### src/rtl/pacman_pkg.sv
// Shared Pacman definitions: direction codes, button indices and the
// priority pick used when several presses land in the same cycle.
package pacman_pkg;

   typedef enum logic [1:0] {
      DIR_UP    = 2'd0,
      DIR_DOWN  = 2'd1,
      DIR_LEFT  = 2'd2,
      DIR_RIGHT = 2'd3
   } dir_e;

   localparam int NUM_BTN   = 4;
   localparam int BTN_UP    = 0;
   localparam int BTN_DOWN  = 1;
   localparam int BTN_LEFT  = 2;
   localparam int BTN_RIGHT = 3;

   // Fixed priority up > down > left > right; callers only use the result
   // when at least one event bit is set.
   function automatic dir_e pick_dir(input logic [NUM_BTN-1:0] ev);
      dir_e d;
      d = DIR_RIGHT;
      if (ev[BTN_UP])
         d = DIR_UP;
      else if (ev[BTN_DOWN])
         d = DIR_DOWN;
      else if (ev[BTN_LEFT])
         d = DIR_LEFT;
      return d;
   endfunction

endpackage

### src/rtl/dir_debounce_cell.sv
// One push-button: 2-flop synchroniser, strobe-gated debounce counter,
// stable level flop and a one-cycle rise event.
module debounce_cell
   import pacman_pkg::*;
#(
   parameter int DEBOUNCE_TICKS = 8,
   parameter int CNT_W          = 4
) (
   input  logic clk,
   input  logic rst_n,
   input  logic strobe,
   input  logic raw,
   output logic stable,
   output logic rise
);

   localparam logic [CNT_W-1:0] CNT_MAX = CNT_W'(DEBOUNCE_TICKS - 1);

   logic [1:0]       sync_q;
   logic [CNT_W-1:0] cnt;
   logic             stable_q;
   logic             stable_d;

   always_ff @(posedge clk or negedge rst_n) begin
      if (!rst_n) begin
         sync_q   <= '0;
         cnt      <= '0;
         stable_q <= 1'b0;
         stable_d <= 1'b0;
      end else begin
         sync_q   <= {sync_q[0], raw};
         stable_d <= stable_q;
         if (strobe) begin
            // Any agreeing sample restarts the run of disagreeing samples.
            if (sync_q[1] == stable_q) begin
               cnt <= '0;
            end else if (cnt == CNT_MAX) begin
               stable_q <= ~stable_q;
               cnt      <= '0;
            end else begin
               cnt <= cnt + CNT_W'(1);
            end
         end
      end
   end

   assign stable = stable_q;
   assign rise   = stable_q & ~stable_d;

endmodule

### src/rtl/dir_debounce.sv
// Debounces the four direction buttons on the clk_1ms sampling strobe and
// offers the latest press to the movement controller as dir/dir_valid.
module dir_debounce
   import pacman_pkg::*;
#(
   parameter int DEBOUNCE_TICKS = 8,
   parameter int CNT_W          = 4
) (
   input  logic         clk,
   input  logic         rst_n,
   input  logic         clk_1ms,
   input  logic [3:0]   btn,
   output logic [3:0]   btn_stable,
   output logic [1:0]   dir,
   output logic         dir_valid,
   input  logic         dir_ack
);

   logic [2:0]         tick_q;
   logic               strobe;
   logic [NUM_BTN-1:0] rise;
   logic [1:0]         dir_q;
   logic               valid_q;

   // clk_1ms is only ever sampled as data; bit 2 is the previous synced level.
   always_ff @(posedge clk or negedge rst_n) begin
      if (!rst_n)
         tick_q <= '0;
      else
         tick_q <= {tick_q[1:0], clk_1ms};
   end

   assign strobe = tick_q[1] & ~tick_q[2];

   for (genvar i = 0; i < NUM_BTN; i++) begin : g_cell
      debounce_cell #(
         .DEBOUNCE_TICKS (DEBOUNCE_TICKS),
         .CNT_W          (CNT_W)
      ) u_cell (
         .clk    (clk),
         .rst_n  (rst_n),
         .strobe (strobe),
         .raw    (btn[i]),
         .stable (btn_stable[i]),
         .rise   (rise[i])
      );
   end

   // dir_valid/dir_ack: dir is held while dir_valid=1; a transfer happens on
   // a cycle with both high. A new press always loads and wins over the ack.
   always_ff @(posedge clk or negedge rst_n) begin
      if (!rst_n) begin
         dir_q   <= DIR_UP;
         valid_q <= 1'b0;
      end else if (|rise) begin
         dir_q   <= pick_dir(rise);
         valid_q <= 1'b1;
      end else if (valid_q && dir_ack) begin
         valid_q <= 1'b0;
      end
   end

   assign dir       = dir_q;
   assign dir_valid = valid_q;

endmodule

### config.mk
export PLATFORM = sky130hd
export DESIGN_NAME = dir_debounce
export DESIGN_NICKNAME = d
export VERILOG_FILES = /design/src/rtl/pacman_pkg.sv /design/src/rtl/dir_debounce_cell.sv /design/src/rtl/dir_debounce.sv
export SDC_FILE = /design/constraint.sdc
export NUM_CORES = 1
export LEC_CHECK = 0
export CAP_MARGIN = 20
export CORE_ASPECT_RATIO = 1.75
export CORE_MARGIN = 2
export CORE_UTILIZATION = 30
export CTS_BUF_LIST = sky130_fd_sc_hd__clkbuf_8
export DETAILED_ROUTE_END_ITERATION = 10
export PLACE_DENSITY = 0.58
export SLEW_MARGIN = 10
export SYNTH_ARGS = -nofsm -noshare
export SYNTH_HDL_FRONTEND = slang
export SYNTH_SLANG_ARGS = --single-unit
### constraint.sdc
create_clock -name clk -period 1.5 [get_ports clk]
set_clock_uncertainty 0.2 [all_clocks]
set_input_delay 0.45 -clock clk [delete_from_list [all_inputs] [get_ports clk]]
set_output_delay 0.45 -clock clk [all_outputs]
set_load 0.02 [all_outputs]
[Yosys cells after proc, flatten, opt, wreduce, memory -nomap -nowiden]
Cells that the tools add are included.
Word-level totals
  register bits after elaboration: 38
  bits of input ports: 8
Cells by class
  $add $sub $neg: 4
  eq/ne operators: 8
  mux-type cells: 13
  bitwise gates (word level): 18
  reductions and logical operators: 7
Operators with widths (number)
  4-bit 2-to-1 mux: 8
  4-bit by 1-bit adder with 4-bit output, second input constant: 4
  4-bit by 3-bit == test with 1-bit output, second input constant: 4
  1-bit NOT: 13
  3-bit AND reduction: 4
  1-bit bitwise AND: 5
  1-bit == test: 4
  2-bit 2-to-1 mux: 2
  4-bit OR reduction: 1
  1-bit 2-to-1 mux: 3
  2-bit nonzero test: 1
  1-bit logical AND: 1

[Longest topological paths before layout]
Gate-level depths: netlist of run 1.
  depth after elaboration: 5
  depth in mapped cells: 5
  gate-level depth less buffers: 4

[Hierarchy]
From an unflattened synthesis of run 1, not the netlist that was laid out.
Second synthesis, totals
  cell total of the unflattened synthesis: 127
  area total of the unflattened synthesis: 1629.1 um2
Modules (own cells, without submodules)
  debounce_cell: instances 4, cells each 28, area each 357.8 um2, seq. area each 200.2 um2
  dir_debounce: instances 1, cells each 15, area each 197.7 um2, seq. area each 150.1 um2

[Worst setup path after synthesis of run 1]
No wires, ideal clock.
  path kind: reg-to-reg
  start: register g_cell[0].u_cell.cnt[0]
  end: register g_cell[0].u_cell.stable_q
  data arrival time: 1080 ps
  slack: 95 ps
  stages on the path, launching flop included: 5
  path buffers: 0
  clock period less this slack: 1405 ps
  path through: dfrtp_1 -> ha_1 -> nand2_1 -> nor3_1 -> mux2_2
On the way
  cells in the longest elaborated chain, start to end: 2
Ends and longest elaborated chain
  start: declaration: RTL line dir_debounce_cell.sv:20  | logic [CNT_W-1:0] cnt;
  start signal: assignment: RTL line dir_debounce_cell.sv:41  | cnt <= cnt + CNT_W'(1);
  4-bit by 3-bit == test with 1-bit output: RTL line dir_debounce_cell.sv:37  | end else if (cnt == CNT_MAX) begin
  3-bit AND reduction (no line)
  end signal: assignment: RTL line dir_debounce_cell.sv:38  | stable_q <= ~stable_q;
  end: declaration: RTL line dir_debounce_cell.sv:21  | logic stable_q;
Every way passes these cells.
A chain may end at the register's enable or synchronous reset.

[Final worst setup path of run 1]
  start: register dir_q[0] (netlist: dir[0])
  end: output port dir[0]
RTL lines
  start: declaration: RTL line dir_debounce.sv:22  | logic [1:0] dir_q;
  start signal: assignment: RTL line dir_debounce.sv:56  | dir_q <= pick_dir(rise);
  end: declaration: RTL line dir_debounce.sv:14  | output logic [1:0] dir,
No word-level cell between the ends.

==> results of run 1 <==
## per-layer routing
metal  vias to the layer above  wire [um]  global-route usage
met5                         -          0                   0
met4                         0         64             0.05641
met3                         6        114             0.03576
met2                        29       1597              0.1706
met1                       536       1123              0.1155
li1                        542          -                   -
## what timing repair did
item,4_1_cts,5_1_grt
resized for setup,28,23
gates cloned,0,0
hold endpoints to repair,38,0
setup endpoints to repair,8,15
pin swaps,0,3
hold buffers,1,0
buffers inserted,1,4
## final timing paths
path	start	end	cells after the start	slack [ns]
worst max register to register	tick_q[2]	g_cell[0].u_cell.stable	3	0.04
worst min-delay path	g_cell[1].u_cell.sync_q[0]	g_cell[1].u_cell.sync_q[1]	0	0.15
min in group asynchronous	rst_n	g_cell[1].u_cell.cnt[3]	3	0.46
max in group asynchronous	rst_n	tick_q[0]	3	0.44
worst max-delay path	dir[0]	dir[0]	1	0.04
worst min register to register	g_cell[1].u_cell.sync_q[0]	g_cell[1].u_cell.sync_q[1]	0	0.15
## report_power, final
part | switching (mW) | leakage [nW] | internal (mW)
registers | 0.138 | 0.480 | 1.22
clock network | 0.331 | 0.0524 | 0.364
logic | 0.376 | 0.456 | 0.447
total | 0.845 | 0.988 | 2.04
## sequential cells by signal (all words and copies together) (netlist names)
signal	flops
g_cell.u_cell.cnt	16
g_cell.u_cell.sync_q	8
g_cell.u_cell.stable	4
g_cell.u_cell.stable_d	4
tick_q	3
dir	2
dir_valid	1
## cell type report
class,instances,area share
tap,55,0.03256
inverter,5,0.008881
clock buffer,6,0.03908
timing repair buffer,37,0.1539
sequential,38,0.4500
clock inverter,2,0.004144
multi-input combinational,89,0.3114
## stage by stage
| step | total power, mW | hold slack, ns | instances | util | instance area, um2 |
|---|---|---|---|---|---|
| floorplan | 1.823 | -0.04559 | 139 | - | 1628 |
| global placement | 2.096 | 0.1324 | 218 | 0.3650 | 1918 |
| detailed placement | 2.143 | 0.1347 | 218 | 0.3650 | 1918 |
| CTS | 2.802 | 0.1506 | 228 | 0.3790 | 1992 |
| global route | 3.074 | 0.1557 | 232 | 0.4021 | 2113 |
| finish | 2.881 | 0.1474 | 232 | 0.4021 | 2113 |
## cells in the mapped netlist
cell type | instances | area share
a21oi_1 | 5 | 0.015
a22o_1 | 2 | 0.011
a31oi_1 | 1 | 0.0038
a32o_1 | 1 | 0.0061
buf_2 | 1 | 0.0031
buf_4 | 5 | 0.023
buf_6 | 1 | 0.0069
dfrtp_1 | 38 | 0.58
ha_1 | 4 | 0.031
inv_1 | 5 | 0.012
mux2_1 | 2 | 0.014
mux2_2 | 3 | 0.021
mux2i_1 | 2 | 0.012
nand2_1 | 17 | 0.039
nand2_2 | 2 | 0.0077
nand2b_1 | 5 | 0.019
nand2b_4 | 1 | 0.0085
nand3_1 | 12 | 0.037
nand3b_1 | 2 | 0.0092
nor2_1 | 4 | 0.0092
nor2b_1 | 6 | 0.023
nor3_1 | 3 | 0.0092
nor3b_1 | 1 | 0.0046
o21ai_0 | 4 | 0.012
o21bai_1 | 1 | 0.0046
o22ai_1 | 1 | 0.0038
o31a_1 | 1 | 0.0054
o31ai_1 | 2 | 0.0092
o32ai_2 | 2 | 0.020
or2b_1 | 1 | 0.0046
xor2_1 | 2 | 0.011
xor2_2 | 2 | 0.020
## logic make-up (layout without fill, tap and decap cells)
| family | Yosys count | after routing | share of synthesized area |
|---|---|---|---|
| and+or+nand+nor | 54 | 54 | 0.1714 |
| xor gates and xnor gates | 4 | 4 | 0.03075 |
| adders and majority gates | 4 | 4 | 0.03075 |
| AOI/OAI and AO/OA | 20 | 20 | 0.09147 |
| DFF | 38 | 38 | 0.5842 |
| muxes | 7 | 7 | 0.04689 |
| buffers and inverters | 12 | 50 | 0.04458 |
==> metrics, run 1 <==
outcome=complete, no violations; fin nets=188; area occupied by multi-input gates=658.1 um2; clock sink total=38; commonest non-fill, non-tap cells in the layout=38 x dfrtp_1, 21 x buf_4, 17 x nand2_1, 12 x nand3_1; DRT iter0 DRCs=17; Slew @ Worst Pin=0.3137 ns; total of max-cap violations=0; worst path cell trace=buf_2; # setup viols final=0; flops & latches, synth=38; sequential cell area=950.9 um2; TritonCTS buffer count=5; total die area=6054 um2; vias post-DR=1113; Worst setup SP type=flop; synthesized cell area=1628 um2; detailed placement HPWL=2.071 mm; total gr overflow=0; Die W=59.68 um; TritonCTS clock tree=built; Final ANT Viol Nets=0; Worst EP required=0.85 ns; Via density=4.797; maximum VDD drop=0.7304 mV; sequential-to-total area share from yosys stat=0.5842; Worst path max stage delay=0.37 ns; fin crit period=1.464 ns; drt drc=0; gpl congestion=0.7341; Mean Syn Cell Area=11.71 um2; critical path capture point type=output pin; largest net degree at the start of global routing=39; Root Buffer=clkbuf_8; delay-heaviest family, CP=flip-flops; core area=5255 um2; critical path peak fanout=2; leading cell type in the layout, fill and taps excluded=dfrtp_1; Avg WL per Cell=12.50 um; CP Buf/Inv Count=1; synthesized instance count=139; first-pass GRT wire length=4.705 mm; vias in the first global route=1084; antenna violations before repair=0; Final period util=0.9760; Boundary Pins=15; post-synth cell types=32; Slowest cell on crit path=dfrtp_1; initial core utilization=0.3098; power density over cell area=1363 nW/um2; Pins Over Slew Limit=0; WP data arrival=0.81 ns; final worst slack=0.03594 ns; Antenna Cells=0; Slew headroom=0.7901; Die H=101.4 um; Total GRT Usage=0.1042; Lkg Pwr=0.9883 nW; H-tree Lvls=2; DR pass1 iterations=4; I/O Buffers=14; RSZ-0062 raised after global routing=yes; Ys Warns=0; final wirelength=2.900 mm; dpl ws=-0.08132 ns; Area growth syn-to-layout=29.82%; setup TNS=0 ns; CTS Buffer Depth=2; Skew-Pair Late Insertion Delay=0.28 ns; row count=35; worst hold path type=reg -> reg; layout cell share with drive strength beyond 1=0.3107; Fill cells=514; Crit Path Category=reg -> out; final hold vios=0; Clk pin slew, worst setup/hold paths=0.07 ns; Mapped Nets=151; Achievable Freq=683.0 MHz
Power figures use the tool's default switching activity.
==> run 2: changes to the inputs <==
- CORE_ASPECT_RATIO: 1.75 -> 1.4
==> run 2 against run 1 <==
Compared with the run above:
- the flow now finishes with violations (setup timing)
- first-iteration DRC count rose by 71%
- register-to-register slack worse by 0.06 ns
- maximum frequency fell by 4.0%
- critical path depth is 3 higher
- combinational power fell by 1%
- largest cell class unchanged
==> metrics, run 2 (synthesized netlist as in run 1, its figures left out) <==
outcome=finished with violations; critical path capture point type=flop; clock sink total=38; CP Buf/Inv Count=0; DRT iter0 DRCs=29; RSZ-0062 raised after global routing=yes; Worst setup SP type=flop; Worst EP required=1.46 ns; final hold vios=0; Pins Over Slew Limit=0; fin area=2110 um2; vias in the first global route=1207; Antenna Cells=0; layout cell share with drive strength beyond 1=0.3182; leading cell type in the layout, fill and taps excluded=dfrtp_1; row count=31; Area growth syn-to-layout=29.59%; Crit Path Category=reg -> reg; total die area=6039 um2; Die H=91.16 um; final worst slack=-0.02551 ns; Worst path max stage delay=0.39 ns; gpl congestion=0.7287; total gr overflow=0; fin nets=189; total of max-cap violations=0; fin crit period=1.526 ns; Via density=4.744; vias post-DR=1148; Root Buffer=clkbuf_8; WP data arrival=1.49 ns; largest registers=g_cell.u_cell.cnt x16, g_cell.u_cell.sync_q x8; Lkg Pwr=0.9821 nW; Slowest cell on crit path=dfrtp_1; worst path cell trace=ha_2, nand3b_1, nor2_2, mux2_2; detailed placement HPWL=2.303 mm; delay-heaviest family, CP=flip-flops; TritonCTS buffer count=5; DR pass1 iterations=4; Largest register FFs=16; overall power=2.855 mW; TritonCTS clock tree=built; Final period util=1.017; placed cell area=1947 um2; antenna violations before repair=0; core area=5197 um2; Die W=66.26 um; final wirelength=3.213 mm; CTS Buffer Depth=2; largest net degree at the start of global routing=39; critical path peak fanout=3; Slew headroom=0.7967; H-tree Lvls=2; Final ANT Viol Nets=0; Boundary Pins=15; Clk pin slew, worst setup/hold paths=0.07 ns; commonest non-fill, non-tap cells in the layout=38 x dfrtp_1, 21 x buf_4, 17 x nand2_1, 12 x nand3_1; Total GRT Usage=0.1182; Achievable Freq=655.5 MHz; drt drc=0; Most flops, register=g_cell.u_cell.cnt; Util after Layout=0.4059; power density over cell area=1353 nW/um2; # setup viols final=1; maximum VDD drop=0.8590 mV; Avg WL per Cell=13.28 um; initial core utilization=0.3132; first-pass GRT wire length=5.437 mm; worst hold path type=reg -> reg; Skew-Pair Late Insertion Delay=0.28 ns; I/O Buffers=14; failing checks=setup timing; Slew @ Worst Pin=0.3040 ns
## run 2: report_power, final
group | switching [mW] | internal [mW] | total (mW)
registers | 0.144 | 1.23 | 1.37
clock network | 0.319 | 0.354 | 0.673
logic | 0.394 | 0.419 | 0.813
## run 2: final cells by class
class,count,area [um2]
Multi-Input combinational cell,89,663.1
Fill cell,506,3088
Inverter,5,18.77
Tap cell,66,82.58
Clock buffer,6,82.58
Sequential cell,38,950.9
Timing Repair Buffer,38,311.5
## run 2: path summary, 6_finish.rpt
kind,endpoint,depth (start not counted),startpoint,slack (ns)
min in group asynchronous,tick_q[0],3,rst_n,0.45
setup / recovery,g_cell[2].u_cell.stable,4,g_cell[2].u_cell.cnt[0],-0.03
hold / removal,g_cell[2].u_cell.sync_q[1],0,g_cell[2].u_cell.sync_q[0],0.15
setup reg to reg,g_cell[2].u_cell.stable,4,g_cell[2].u_cell.cnt[0],-0.03
max in group asynchronous,g_cell[1].u_cell.sync_q[0],3,rst_n,0.45
hold reg to reg,g_cell[2].u_cell.sync_q[1],0,g_cell[2].u_cell.sync_q[0],0.15
## run 2: stage by stage
step	worst slack (ns)	hold slack, ns	TNS (ns)	cells
2_1_floorplan	0.09531	-0.04559	0	139
3_3_place_gp	-0.07950	0.1335	-0.5060	231
3_5_place_dp	-0.1124	0.1365	-0.6458	231
4_1_cts	0.002687	0.1520	0	240
5_1_grt	-0.02982	0.1609	-0.05964	242
6_report	-0.02551	0.1495	-0.02551	242
## run 2: repair_timing
action                                 4_1_cts  5_1_grt
setup buffers                                2        2
hold buffers                                 1        0
resized for setup                           31       15
setup endpoints to repair                    9       11
endpoints found under the hold margin       38        0
gates cloned                                 0        0
pin swaps                                    1        3
## run 2: metal layers
layer  share of wire  track usage
met1            0.38       0.1272
met2            0.55       0.2108
met5               0            0
met3           0.035      0.01859
met4           0.031      0.06803
==> run 3: changes to the inputs <==
- PLACE_DENSITY: 0.58 -> not set
- PLACE_DENSITY_LB_ADDON: not set -> 0.05
==> run 3 against run 2 <==
Compared with the run above:
- the run now ends clean
- cell count increased by 2.9%
- maximum frequency up 3.6%
- utilization grew 1.2 points
- sequential share of layout area decreased by 1.3 points
- clock power up 3.1%
- wire length fell by 5.6%
- largest cell class unchanged
==> metrics, run 3 (synthesized netlist as in run 1, its figures left out) <==
final wirelength=3.034 mm; outcome=complete, no violations; Avg WL per Cell=12.18 um; DRT iter0 DRCs=41; TritonCTS clock tree=built; Worst Hold End=g_cell[2].u_cell.sync_q[1]; Die H=91.16 um; delay-heaviest family, CP=flip-flops; worst hold path type=reg -> reg; layout cell share with drive strength beyond 1=0.3661; Final period util=0.9820; Slowest cell on crit path=dfrtp_1; vias in the first global route=1166; clock sink total=38; critical path peak fanout=3; reg-to-reg setup timing slack=0.03 ns; antenna violations before repair=0; DR pass1 iterations=4; leading cell type in the layout, fill and taps excluded=dfrtp_1; largest registers=g_cell.u_cell.cnt x16, g_cell.u_cell.sync_q x8; Worst setup SP type=flop; hold path startpoint=g_cell[2].u_cell.sync_q[0]; Clk pin slew, worst setup/hold paths=0.07 ns; CP Buf/Inv Count=1; Lkg Pwr=1.016 nW; largest net degree at the start of global routing=39; Crit Reg-Reg Startpoint=g_cell[2].u_cell.cnt[0]; Pins Over Slew Limit=0; Final ANT Viol Nets=0; WP data arrival=1.44 ns; # setup viols final=0; capturing point of the worst reg2reg path=g_cell[2].u_cell.cnt[3]; detailed placement HPWL=2.202 mm; Fill cells=490; worst path cell trace=buf_4, nand3_1, mux2_4, a32o_1; commonest non-fill, non-tap cells in the layout=38 x dfrtp_1, 28 x buf_4, 16 x nand2_1, 12 x nand3_1; RSZ-0062 raised after global routing=yes; hold path cells=0; TritonCTS buffer count=5; total gr overflow=0; Root Buffer=clkbuf_8; Most flops, register=g_cell.u_cell.cnt; Reg2Reg Depth=4; Total GRT Usage=0.1142; drt drc=0; final hold vios=0; total of max-cap violations=0; Crit Path Category=reg -> reg; Slew @ Worst Pin=0.2333 ns; gpl congestion=0.6763; I/O Buffers=14; core area=5197 um2; total die area=6039 um2; Largest register FFs=16; H-tree Lvls=2; fin crit period=1.473 ns; Area growth syn-to-layout=33.44%; Finished Layout Cells=249; initial core utilization=0.3132; Inst Count DP=237; Die W=66.26 um; Via density=4.478; critical path capture point type=flop; power density over cell area=1336 nW/um2; CTS Buffer Depth=2; overall power=2.902 mW; Antenna Cells=0; maximum VDD drop=0.6029 mV; Slew headroom=0.8443; Worst path max stage delay=0.39 ns; Achievable Freq=678.9 MHz; Boundary Pins=15; first-pass GRT wire length=5.175 mm; vias post-DR=1115; fin nets=194; row count=31; Skew-Pair Late Insertion Delay=0.28 ns; Worst EP required=1.47 ns
==> run 3: changes by cell type in the layout (fill, tap and decap cells not counted), sizes merged <==
cell	previous run	this run
inv	5	6
buf	31	36
clkinv	0	1
==> run 3: worst reg2reg max path, delay by kind of cell (launching register included) <==
family          cells  cell delay (ns)
buf+inv             1             0.14
simple gates        1             0.10
mux                 1             0.31
flops               1             0.39
compound gates      1             0.24
==> run 3: power breakdown <==
part,internal (mW),total [mW],leakage [nW],switching [mW]
registers,1.22,1.36,0.480,0.136
clock network,0.364,0.694,0.0524,0.331
logic,0.463,0.847,0.483,0.383
total,2.05,2.90,1.02,0.850
==> run 3: worst max path at each step <==
| stage | start | endpoint | slack, ns | cells after the start |
|---|---|---|---|---|
| global placement | g_cell[0].u_cell.stable | btn_stable[0] | -0.07 | 1 |
| detailed placement | dir[1] | dir[1] | -0.08 | 1 |
| floorplan | g_cell[0].u_cell.cnt[0] | g_cell[0].u_cell.stable | 0.1 | 4 |
| global route | g_cell[3].u_cell.cnt[1] | g_cell[3].u_cell.stable | -0.02 | 4 |
| finish | g_cell[2].u_cell.cnt[0] | g_cell[2].u_cell.cnt[3] | 0.03 | 4 |
| CTS | g_cell[2].u_cell.cnt[0] | g_cell[2].u_cell.cnt[3] | 0.007 | 4 |
==> run 3: timing repair <==
item / 4_1_cts / 5_1_grt
endpoints found under the hold margin: 38 / 0
pin swaps: 0 / 2
gates resized for setup: 32 / 18
hold buffers: 1 / 0
setup endpoints to repair: 10 / 14
setup buffers: 0 / 3
==> run 3: layer usage <==
layer	wire length (um)	vias to the layer above	track usage
met1	1196	538	0.1272
met2	1649	19	0.1983
li1	-	553	-
met5	0	-	0
met3	118	5	0.03346
met4	69	0	0.04592
==> run 3: layout make-up <==
type	instances	area, um2	area share
Tap cell	66	82.58	0.03802
Inverter	5	18.77	0.008641
Clock inverter	2	8.758	0.004032
Clock buffer	6	82.58	0.03802
Timing Repair Buffer	43	347.8	0.1601
Sequential cell	38	950.9	0.4378
Multi-Input combinational cell	89	680.7	0.3134
==> run 3: stage by stage <==
step | utilization | cell area [um2] | TNS, ns | hold slack [ns] | worst slack (ns)
global route | 0.4179 | 2172 | -0.04505 | 0.1580 | -0.01601
finish | 0.4179 | 2172 | 0 | 0.1490 | 0.02702
global placement | 0.3832 | 1992 | -0.4922 | 0.1359 | -0.07350
floorplan | - | 1628 | 0 | -0.04559 | 0.09531
CTS | 0.3999 | 2078 | 0 | 0.1513 | 0.007359
detailed placement | 0.3832 | 1992 | -0.5138 | 0.1347 | -0.08346
